**src/rtl/ps2_kbd_pkg.sv**
```systemverilog
// Shared definitions for the PS/2 keyboard Wishbone slave.
// Holds register offsets, STATUS bit positions and the receiver state encoding.
// Imported by ps2_rx_frame and ps2_keyboard_wb.
package ps2_kbd_pkg;

    // Byte offsets of the two CPU-visible registers
    localparam logic [31:0] DATA_OFS   = 32'h0000_0000;
    localparam logic [31:0] STATUS_OFS = 32'h0000_0004;

    // STATUS register bit positions
    localparam int ST_EMPTY     = 0;
    localparam int ST_FULL      = 1;
    localparam int ST_OVF       = 2;
    localparam int ST_PERR      = 3;
    localparam int ST_FERR      = 4;
    localparam int ST_COUNT_LSB = 8;

    // Receiver frame state
    typedef enum logic [1:0] {
        RX_IDLE   = 2'd0,
        RX_DATA   = 2'd1,
        RX_PARITY = 2'd2,
        RX_STOP   = 2'd3
    } rx_state_e;

endpackage

```
**src/rtl/ps2_rx_frame.sv**
```systemverilog
// PS/2 device-to-host frame receiver: sync, falling-edge detect, framing/parity check, timeout.
// Latency: byte_vld pulses 3 clk after the stop-bit falling edge reaches the pin (2 sync + 1 reg).
// No backpressure: byte_vld/perr_pulse/ferr_pulse are single-cycle pulses the consumer must take.
// Ports: clk, rst_n (async active-low), ps2_clk/ps2_data (raw pins),
//        byte_dat[7:0] (received byte), byte_vld, perr_pulse, ferr_pulse.
module ps2_rx_frame
    import ps2_kbd_pkg::*;
#(
    parameter int TIMEOUT_CYCLES = 50000
) (
    input  logic       clk,
    input  logic       rst_n,
    input  logic       ps2_clk,
    input  logic       ps2_data,
    output logic [7:0] byte_dat,
    output logic       byte_vld,
    output logic       perr_pulse,
    output logic       ferr_pulse
);

    localparam int             TO_W   = $clog2(TIMEOUT_CYCLES + 1);
    localparam logic [TO_W-1:0] TO_MAX = TO_W'(TIMEOUT_CYCLES);

    logic [1:0]      clk_sync_q,  clk_sync_d;
    logic [1:0]      data_sync_q, data_sync_d;
    logic            clk_prev_q,  clk_prev_d;
    rx_state_e       state_q,     state_d;
    logic [2:0]      bit_cnt_q,   bit_cnt_d;
    logic [7:0]      shift_q,     shift_d;
    logic            par_q,       par_d;
    logic [TO_W-1:0] to_cnt_q,    to_cnt_d;
    logic [7:0]      byte_q,      byte_d;
    logic            byte_vld_q,  byte_vld_d;
    logic            perr_q,      perr_d;
    logic            ferr_q,      ferr_d;

    logic fall;
    logic rx_bit;

    always_comb begin
        // Stage 0 captures the raw pin, stage 1 is the usable synchronized value
        clk_sync_d  = {clk_sync_q[0], ps2_clk};
        data_sync_d = {data_sync_q[0], ps2_data};
        clk_prev_d  = clk_sync_q[1];

        fall   = clk_prev_q & ~clk_sync_q[1];
        rx_bit = data_sync_q[1];

        state_d    = state_q;
        bit_cnt_d  = bit_cnt_q;
        shift_d    = shift_q;
        par_d      = par_q;
        to_cnt_d   = to_cnt_q;
        byte_d     = byte_q;
        byte_vld_d = 1'b0;
        perr_d     = 1'b0;
        ferr_d     = 1'b0;

        if (fall) begin
            to_cnt_d = '0;
            case (state_q)
                RX_IDLE: begin
                    // A high "start bit" is treated as line noise
                    if (!rx_bit) begin
                        state_d   = RX_DATA;
                        bit_cnt_d = 3'd0;
                    end
                end
                RX_DATA: begin
                    shift_d = {rx_bit, shift_q[7:1]};
                    if (bit_cnt_q == 3'd7) begin
                        state_d = RX_PARITY;
                    end else begin
                        bit_cnt_d = bit_cnt_q + 3'd1;
                    end
                end
                RX_PARITY: begin
                    par_d   = rx_bit;
                    state_d = RX_STOP;
                end
                RX_STOP: begin
                    state_d = RX_IDLE;
                    if (!rx_bit) begin
                        ferr_d = 1'b1;
                    end else if (^{shift_q, par_q}) begin
                        byte_d     = shift_q;
                        byte_vld_d = 1'b1;
                    end else begin
                        perr_d = 1'b1;
                    end
                end
                default: state_d = RX_IDLE;
            endcase
        end else if (state_q != RX_IDLE) begin
            // Device stopped clocking mid-frame: abandon the partial byte
            if (to_cnt_q == TO_MAX) begin
                state_d  = RX_IDLE;
                ferr_d   = 1'b1;
                to_cnt_d = '0;
            end else begin
                to_cnt_d = to_cnt_q + TO_W'(1);
            end
        end else begin
            to_cnt_d = '0;
        end
    end

    always_ff @(posedge clk or negedge rst_n) begin
        if (!rst_n) begin
            clk_sync_q  <= 2'b11;
            data_sync_q <= 2'b11;
            clk_prev_q  <= 1'b1;
            state_q     <= RX_IDLE;
            bit_cnt_q   <= 3'd0;
            shift_q     <= 8'h00;
            par_q       <= 1'b0;
            to_cnt_q    <= '0;
            byte_q      <= 8'h00;
            byte_vld_q  <= 1'b0;
            perr_q      <= 1'b0;
            ferr_q      <= 1'b0;
        end else begin
            clk_sync_q  <= clk_sync_d;
            data_sync_q <= data_sync_d;
            clk_prev_q  <= clk_prev_d;
            state_q     <= state_d;
            bit_cnt_q   <= bit_cnt_d;
            shift_q     <= shift_d;
            par_q       <= par_d;
            to_cnt_q    <= to_cnt_d;
            byte_q      <= byte_d;
            byte_vld_q  <= byte_vld_d;
            perr_q      <= perr_d;
            ferr_q      <= ferr_d;
        end
    end

    assign byte_dat   = byte_q;
    assign byte_vld   = byte_vld_q;
    assign perr_pulse = perr_q;
    assign ferr_pulse = ferr_q;

endmodule

```
**src/rtl/ps2_keyboard_wb.sv**
```systemverilog
// Wishbone keyboard slave: PS/2 receiver feeding a scan-code FIFO, DATA/STATUS registers, level irq.
// Latency: every access ACKs one cycle after STB is sampled; DAT_O is valid only in the ACK cycle.
// Backpressure: none toward PS/2 -- a byte arriving at a full FIFO (without a same-cycle pop) is dropped and sets OVF.
// Ports: clk, reset (async active-low), STB/WE/ADDR/DAT_I in, DAT_O/ACK out,
//        ps2_clk/ps2_data raw pins, irq high while the FIFO holds scan codes.
module ps2_keyboard_wb
    import ps2_kbd_pkg::*;
#(
    parameter int FIFO_DEPTH     = 8,
    parameter int TIMEOUT_CYCLES = 50000
) (
    input  logic        clk,
    input  logic        reset,
    input  logic        STB,
    input  logic        WE,
    input  logic [31:0] ADDR,
    input  logic [31:0] DAT_I,
    output logic [31:0] DAT_O,
    output logic        ACK,
    input  logic        ps2_clk,
    input  logic        ps2_data,
    output logic        irq
);

    localparam int              PTR_W   = (FIFO_DEPTH > 1) ? $clog2(FIFO_DEPTH) : 1;
    localparam int              CNT_W   = PTR_W + 1;
    localparam logic [CNT_W-1:0] DEPTH_C = CNT_W'(FIFO_DEPTH);

    // Receiver
    logic [7:0] rx_byte_dat;
    logic       rx_byte_vld;
    logic       rx_perr;
    logic       rx_ferr;

    ps2_rx_frame #(
        .TIMEOUT_CYCLES (TIMEOUT_CYCLES)
    ) u_rx (
        .clk        (clk),
        .rst_n      (reset),
        .ps2_clk    (ps2_clk),
        .ps2_data   (ps2_data),
        .byte_dat   (rx_byte_dat),
        .byte_vld   (rx_byte_vld),
        .perr_pulse (rx_perr),
        .ferr_pulse (rx_ferr)
    );

    // State
    logic [7:0]       mem_q [FIFO_DEPTH];
    logic [PTR_W-1:0] wr_ptr_q,   wr_ptr_d;
    logic [PTR_W-1:0] rd_ptr_q,   rd_ptr_d;
    logic [CNT_W-1:0] count_q,    count_d;
    logic             ovf_q,      ovf_d;
    logic             perr_q,     perr_d;
    logic             ferr_q,     ferr_d;
    logic             irq_q,      irq_d;
    logic             ack_q,      ack_d;
    logic [31:0]      dat_q,      dat_d;
    logic             pop_pend_q, pop_pend_d;  // DATA read of a non-empty FIFO: pop in the ACK cycle
    logic [2:0]       w1c_q,      w1c_d;       // {FERR, PERR, OVF} clear mask, applied in the ACK cycle

    logic        fifo_empty;
    logic        fifo_full;
    logic        access;
    logic        sel_status;
    logic        push_ok;
    logic        ovf_set;
    logic [31:0] status_word;

    // Only ADDR[2] and DAT_I[4:2] are decoded
    logic unused_bus;
    assign unused_bus = ^{ADDR[31:3], ADDR[1:0], DAT_I[31:5], DAT_I[1:0]};

    always_comb begin
        fifo_empty = (count_q == '0);
        fifo_full  = (count_q == DEPTH_C);
        access     = STB & ~ack_q;
        sel_status = (ADDR[2] == STATUS_OFS[2]);

        status_word                           = 32'h0;
        status_word[ST_COUNT_LSB +: 8]        = 8'(count_q);
        status_word[ST_FERR]                  = ferr_q;
        status_word[ST_PERR]                  = perr_q;
        status_word[ST_OVF]                   = ovf_q;
        status_word[ST_FULL]                  = fifo_full;
        status_word[ST_EMPTY]                 = fifo_empty;

        // Bus side: capture the response and any side effect for the ACK cycle
        ack_d      = access;
        dat_d      = 32'h0;
        pop_pend_d = 1'b0;
        w1c_d      = 3'b000;
        if (access) begin
            if (!WE) begin
                if (sel_status) begin
                    dat_d = status_word;
                end else if (!fifo_empty) begin
                    dat_d      = {1'b1, 23'h0, mem_q[rd_ptr_q]};
                    pop_pend_d = 1'b1;
                end
            end else if (sel_status) begin
                w1c_d = DAT_I[ST_FERR:ST_OVF];
            end
        end

        // A pending pop frees a slot in the same cycle, so a simultaneous push is accepted
        push_ok = rx_byte_vld & (~fifo_full | pop_pend_q);
        ovf_set = rx_byte_vld & fifo_full & ~pop_pend_q;

        wr_ptr_d = push_ok    ? wr_ptr_q + PTR_W'(1) : wr_ptr_q;
        rd_ptr_d = pop_pend_q ? rd_ptr_q + PTR_W'(1) : rd_ptr_q;

        count_d = count_q;
        if (push_ok && !pop_pend_q) begin
            count_d = count_q + CNT_W'(1);
        end else if (!push_ok && pop_pend_q) begin
            count_d = count_q - CNT_W'(1);
        end

        // Set has priority over a same-cycle W1C
        ovf_d  = ovf_set | (ovf_q  & ~w1c_q[0]);
        perr_d = rx_perr | (perr_q & ~w1c_q[1]);
        ferr_d = rx_ferr | (ferr_q & ~w1c_q[2]);

        irq_d = (count_d != '0);
    end

    always_ff @(posedge clk or negedge reset) begin
        if (!reset) begin
            wr_ptr_q   <= '0;
            rd_ptr_q   <= '0;
            count_q    <= '0;
            ovf_q      <= 1'b0;
            perr_q     <= 1'b0;
            ferr_q     <= 1'b0;
            irq_q      <= 1'b0;
            ack_q      <= 1'b0;
            dat_q      <= 32'h0;
            pop_pend_q <= 1'b0;
            w1c_q      <= 3'b000;
        end else begin
            wr_ptr_q   <= wr_ptr_d;
            rd_ptr_q   <= rd_ptr_d;
            count_q    <= count_d;
            ovf_q      <= ovf_d;
            perr_q     <= perr_d;
            ferr_q     <= ferr_d;
            irq_q      <= irq_d;
            ack_q      <= ack_d;
            dat_q      <= dat_d;
            pop_pend_q <= pop_pend_d;
            w1c_q      <= w1c_d;
        end
    end

    // Storage needs no reset: entries are only read below the count
    always_ff @(posedge clk) begin
        if (push_ok) begin
            mem_q[wr_ptr_q] <= rx_byte_dat;
        end
    end

    assign ACK   = ack_q;
    assign DAT_O = dat_q;
    assign irq   = irq_q;

endmodule

```
**config.mk**
```make
export PLATFORM = sky130hd
export DESIGN_NAME = ps2_keyboard_wb
export DESIGN_NICKNAME = d
export VERILOG_FILES = /design/src/rtl/ps2_kbd_pkg.sv /design/src/rtl/ps2_rx_frame.sv /design/src/rtl/ps2_keyboard_wb.sv
export SDC_FILE = /design/constraint.sdc
export NUM_CORES = 1
export LEC_CHECK = 0
export ABC_CLOCK_PERIOD_IN_PS = 2900
export CAP_MARGIN = 30
export CORE_MARGIN = 2
export CORE_UTILIZATION = 53
export DETAILED_ROUTE_END_ITERATION = 6
export PLACE_DENSITY = 0.88
export SETUP_SLACK_MARGIN = 0.5
export SLEW_MARGIN = 20
export SYNTH_ARGS = -nofsm -noshare
export SYNTH_HDL_FRONTEND = slang
export SYNTH_SLANG_ARGS = --single-unit
export TNS_END_PERCENT = 1
```
**constraint.sdc**
```tcl
create_clock -name clk -period 2.9 [get_ports clk]
set_input_delay 0.58 -clock clk [delete_from_list [all_inputs] [get_ports clk]]
set_output_delay 0.58 -clock clk [all_outputs]
set_load 0.01 [all_outputs]
```
==> impl_metrics.tcl <==
set metrics [dict create \
    outcome "completed" \
    most-common-layout-cells "dfrtp_1, edfxtp_1, nor2_1" \
    grt_start_max_net_pins 78 \
    place_congestion 0.779 \
    grt_pass1_wl_um 17200 \
    async_flop_share_pct 54.6 \
    antenna_found_initial 0 \
    peakVddDrop_uv 417 \
    ios 104 \
    cts_buffer_depth 2 \
    netlist_area_um2 5950 \
    drive_gt1_share_pct 18.3 \
    pwr-share-seq_pct 42.7 \
    path_class "flip-flop to output port" \
    final_common_cell "dfrtp_1" \
    crit_chain "clkdlybuf4s50_1" \
    first_pass_iters 4 \
    cp-start-kind "flip-flop" \
    p_sw_share_pct 26.6 \
    min_path_type "primary input to async pin" \
    drt_wl_total_um 10700 \
    rsz0062_at_grt "false" \
    drc_errors 0 \
    num_rows 38 \
    critical_path.max_stage_delay_ps 610 \
    fmax_ghz 0.443 \
    finalSetupViolations 0 \
    path_buf_inv 1 \
    synthAdderAreaFrac_pct 2.94 \
    setup_tns_ps 0 \
    drv_cap 0 \
    tightest_slew_ps 707 \
    multi_input_area_um2 1920 \
    hold_slack_ps 12.5 \
    grt_usage_pct 19.8 \
    seq_area_frac_synth_pct 64.8 \
    post-cts-setup-buffers 0 \
    clock_sinks 141 \
    fin_crit_sh_pct 77.8 \
    die-width_um 110 \
    yosys.cell_types.count 44 \
    synth_seq_cells 141 \
    relSlewSlack_pct 52.9 \
    drtIter0Drc 242 \
    regArea_um2 3850 \
    die_area_um2 12100 \
    clock_skew_ps 5.86 \
    synth-simple-area-share_pct 9.02 \
    synth_compound_area_share_pct 3.20 \
    p_switching_w 0.00157 \
    clkTransAtPathRegs_ps 60 \
    nFillCells 744 \
    avgSynthCellArea_um2 14.4 \
    postRouteAntennaNets 0 \
    yosys_warnings 0 \
    clk_latency_ps 520 \
    critPathCaptureType "output port" \
    grt-ovfl-total 0 \
    crit_path_top_delay_cell "clkdlybuf4s50_1" \
    finalCriticalPeriod_ps 2260 \
    cts_tree "built" \
    synth_xor_area_share_pct 4.39 \
    power_density_nw_per_um2 848 \
    power_frac_clock_pct 38.6 \
    diodes 0 \
    start_util_pct 54.7 \
    cts-buffers-inserted 17 \
    grt_pass1_vias 3465 \
    cp.required_ps 2320 \
    worst_ep_arrival_time_ps 1680 \
    finalNetCount 540 \
    cts_root_buf "clkbuf_8" \
    io_buffers 24 \
    rrSetupSlack_ps 770 \
    cts_hold_buf 0 \
    critPathTopFamily "buffers and inverters" \
    muxShareOfSynthArea_pct 11.4 \
    p_int_w 0.00433 \
    routedWlPerCell_um 17.5 \
    cts_htree_levels 4 \
    power_w 0.00590 \
    finalMaxSlewViolations 0 \
    design.core.area_um2 10900 \
    via_per_inst 5.43 \
    cts_resized 0 \
    synth_top_family_by_area "multiplexers" \
    final-hold-violation-count 0 \
    p_leak_nw 2.84 \
    worstPathMaxFanout 9 \
    synthCells 414 \
    vias 3308 \
    synth_edf_count 64 \
    synth_flop_cell "dfrtp_1" \
    die_y_um 110 \
    hpwlAfterDp_um 6690 \
    areaGrowthSynthToFinish_pct 17.0 \
    combPwrFrac_pct 18.7 \
]
## flip-flops by register name (all words and copies together), names as in the netlist, 2 cells and up
signal,cells
DAT_O,13
u_rx.clk_sync_q,2
u_rx.shift_q,8
u_rx.data_sync_q,2
w1c_q,3
mem_q,64
u_rx.byte_dat,8
u_rx.bit_cnt_q,3
u_rx.to_cnt_q,16
count_q,4
wr_ptr_q,3
rd_ptr_q,3
u_rx.state_q,2
## power groups by stage
stage / Clock (W) / Combinational [W] / Sequential, W
3_3_place_gp: 0 / 0.00102 / 0.00254
3_5_place_dp: 0 / 0.00108 / 0.00255
4_1_cts: 0.00232 / 0.00110 / 0.00252
6_report: 0.00228 / 0.00110 / 0.00252
2_1_floorplan: 0 / 0.000963 / 0.00241
5_1_grt: 0.00239 / 0.00121 / 0.00256
## stage by stage
step | std cells | utilization, % | setup WS, ps | cell area [um2]
2_1_floorplan | 432 | - | 826 | 6020
3_3_place_gp | 576 | 58.0 | 829 | 6310
3_5_place_dp | 576 | 58.0 | 743 | 6310
4_1_cts | 608 | 63.7 | 610 | 6940
5_1_grt | 609 | 63.9 | 572 | 6960
6_report | 609 | 63.9 | 643 | 6960
## metal layers
metal,track usage [%],part of all wire [%],vias to the layer above
li1,-,-,1532
met1,21.6,38,1663
met2,34.5,55,90
met3,6.17,5.1,23
met4,10.1,2.1,0
met5,0,0,-
## kinds of logic (layout without fill, tap and decap cells)
logic type | count (synthesis) | in the layout
buffers and inverters | 44 | 81
XOR/XNOR | 29 | 29
multiplexers | 44 | 44
AO/OA/AOI/OAI | 29 | 29
flip-flops | 141 | 141
AND/OR/NAND/NOR | 112 | 112
adder cells (fa/ha/maj) | 14 | 14
other | 1 | 19
## worst paths after layout
| path | depth (start not counted) | from | to |
|---|---|---|---|
| worst max register to register | 5 | u_rx.to_cnt_q[11] | u_rx.state_q[0] |
| worst min register to register | 0 | u_rx.data_sync_q[0] | u_rx.data_sync_q[1] |
| worst min-delay path | 1 | reset | u_rx.to_cnt_q[0] |
| max in group asynchronous | 2 | reset | DAT_O[1] |
| min in group clk | 0 | u_rx.data_sync_q[0] | u_rx.data_sync_q[1] |
| worst max-delay path | 1 | DAT_O[31] | DAT_O[31] |
## area by class of cell
type | count | share of cell area (%)
repair buffers | 35 | 4.78
well taps | 140 | 2.52
clock inverters | 12 | 2.77
multi-input cells | 247 | 27.6
flip-flops and latches | 141 | 55.4
inverters | 14 | 0.755
clock buffers | 20 | 6.25
## cell usage after synthesis, drive strengths merged, types with 10 or more instances
cell	count	share of area (%)
inv	14	0.88
mux4	16	6.1
dfrtp	72	30
nor2	40	2.5
buf	25	3.0
nand3	10	0.84
xnor2	20	3.1
mux2	22	4.2
edfxtp	64	32
ha	14	2.9
nand2	21	1.3
(Power assumes the default switching activity.)
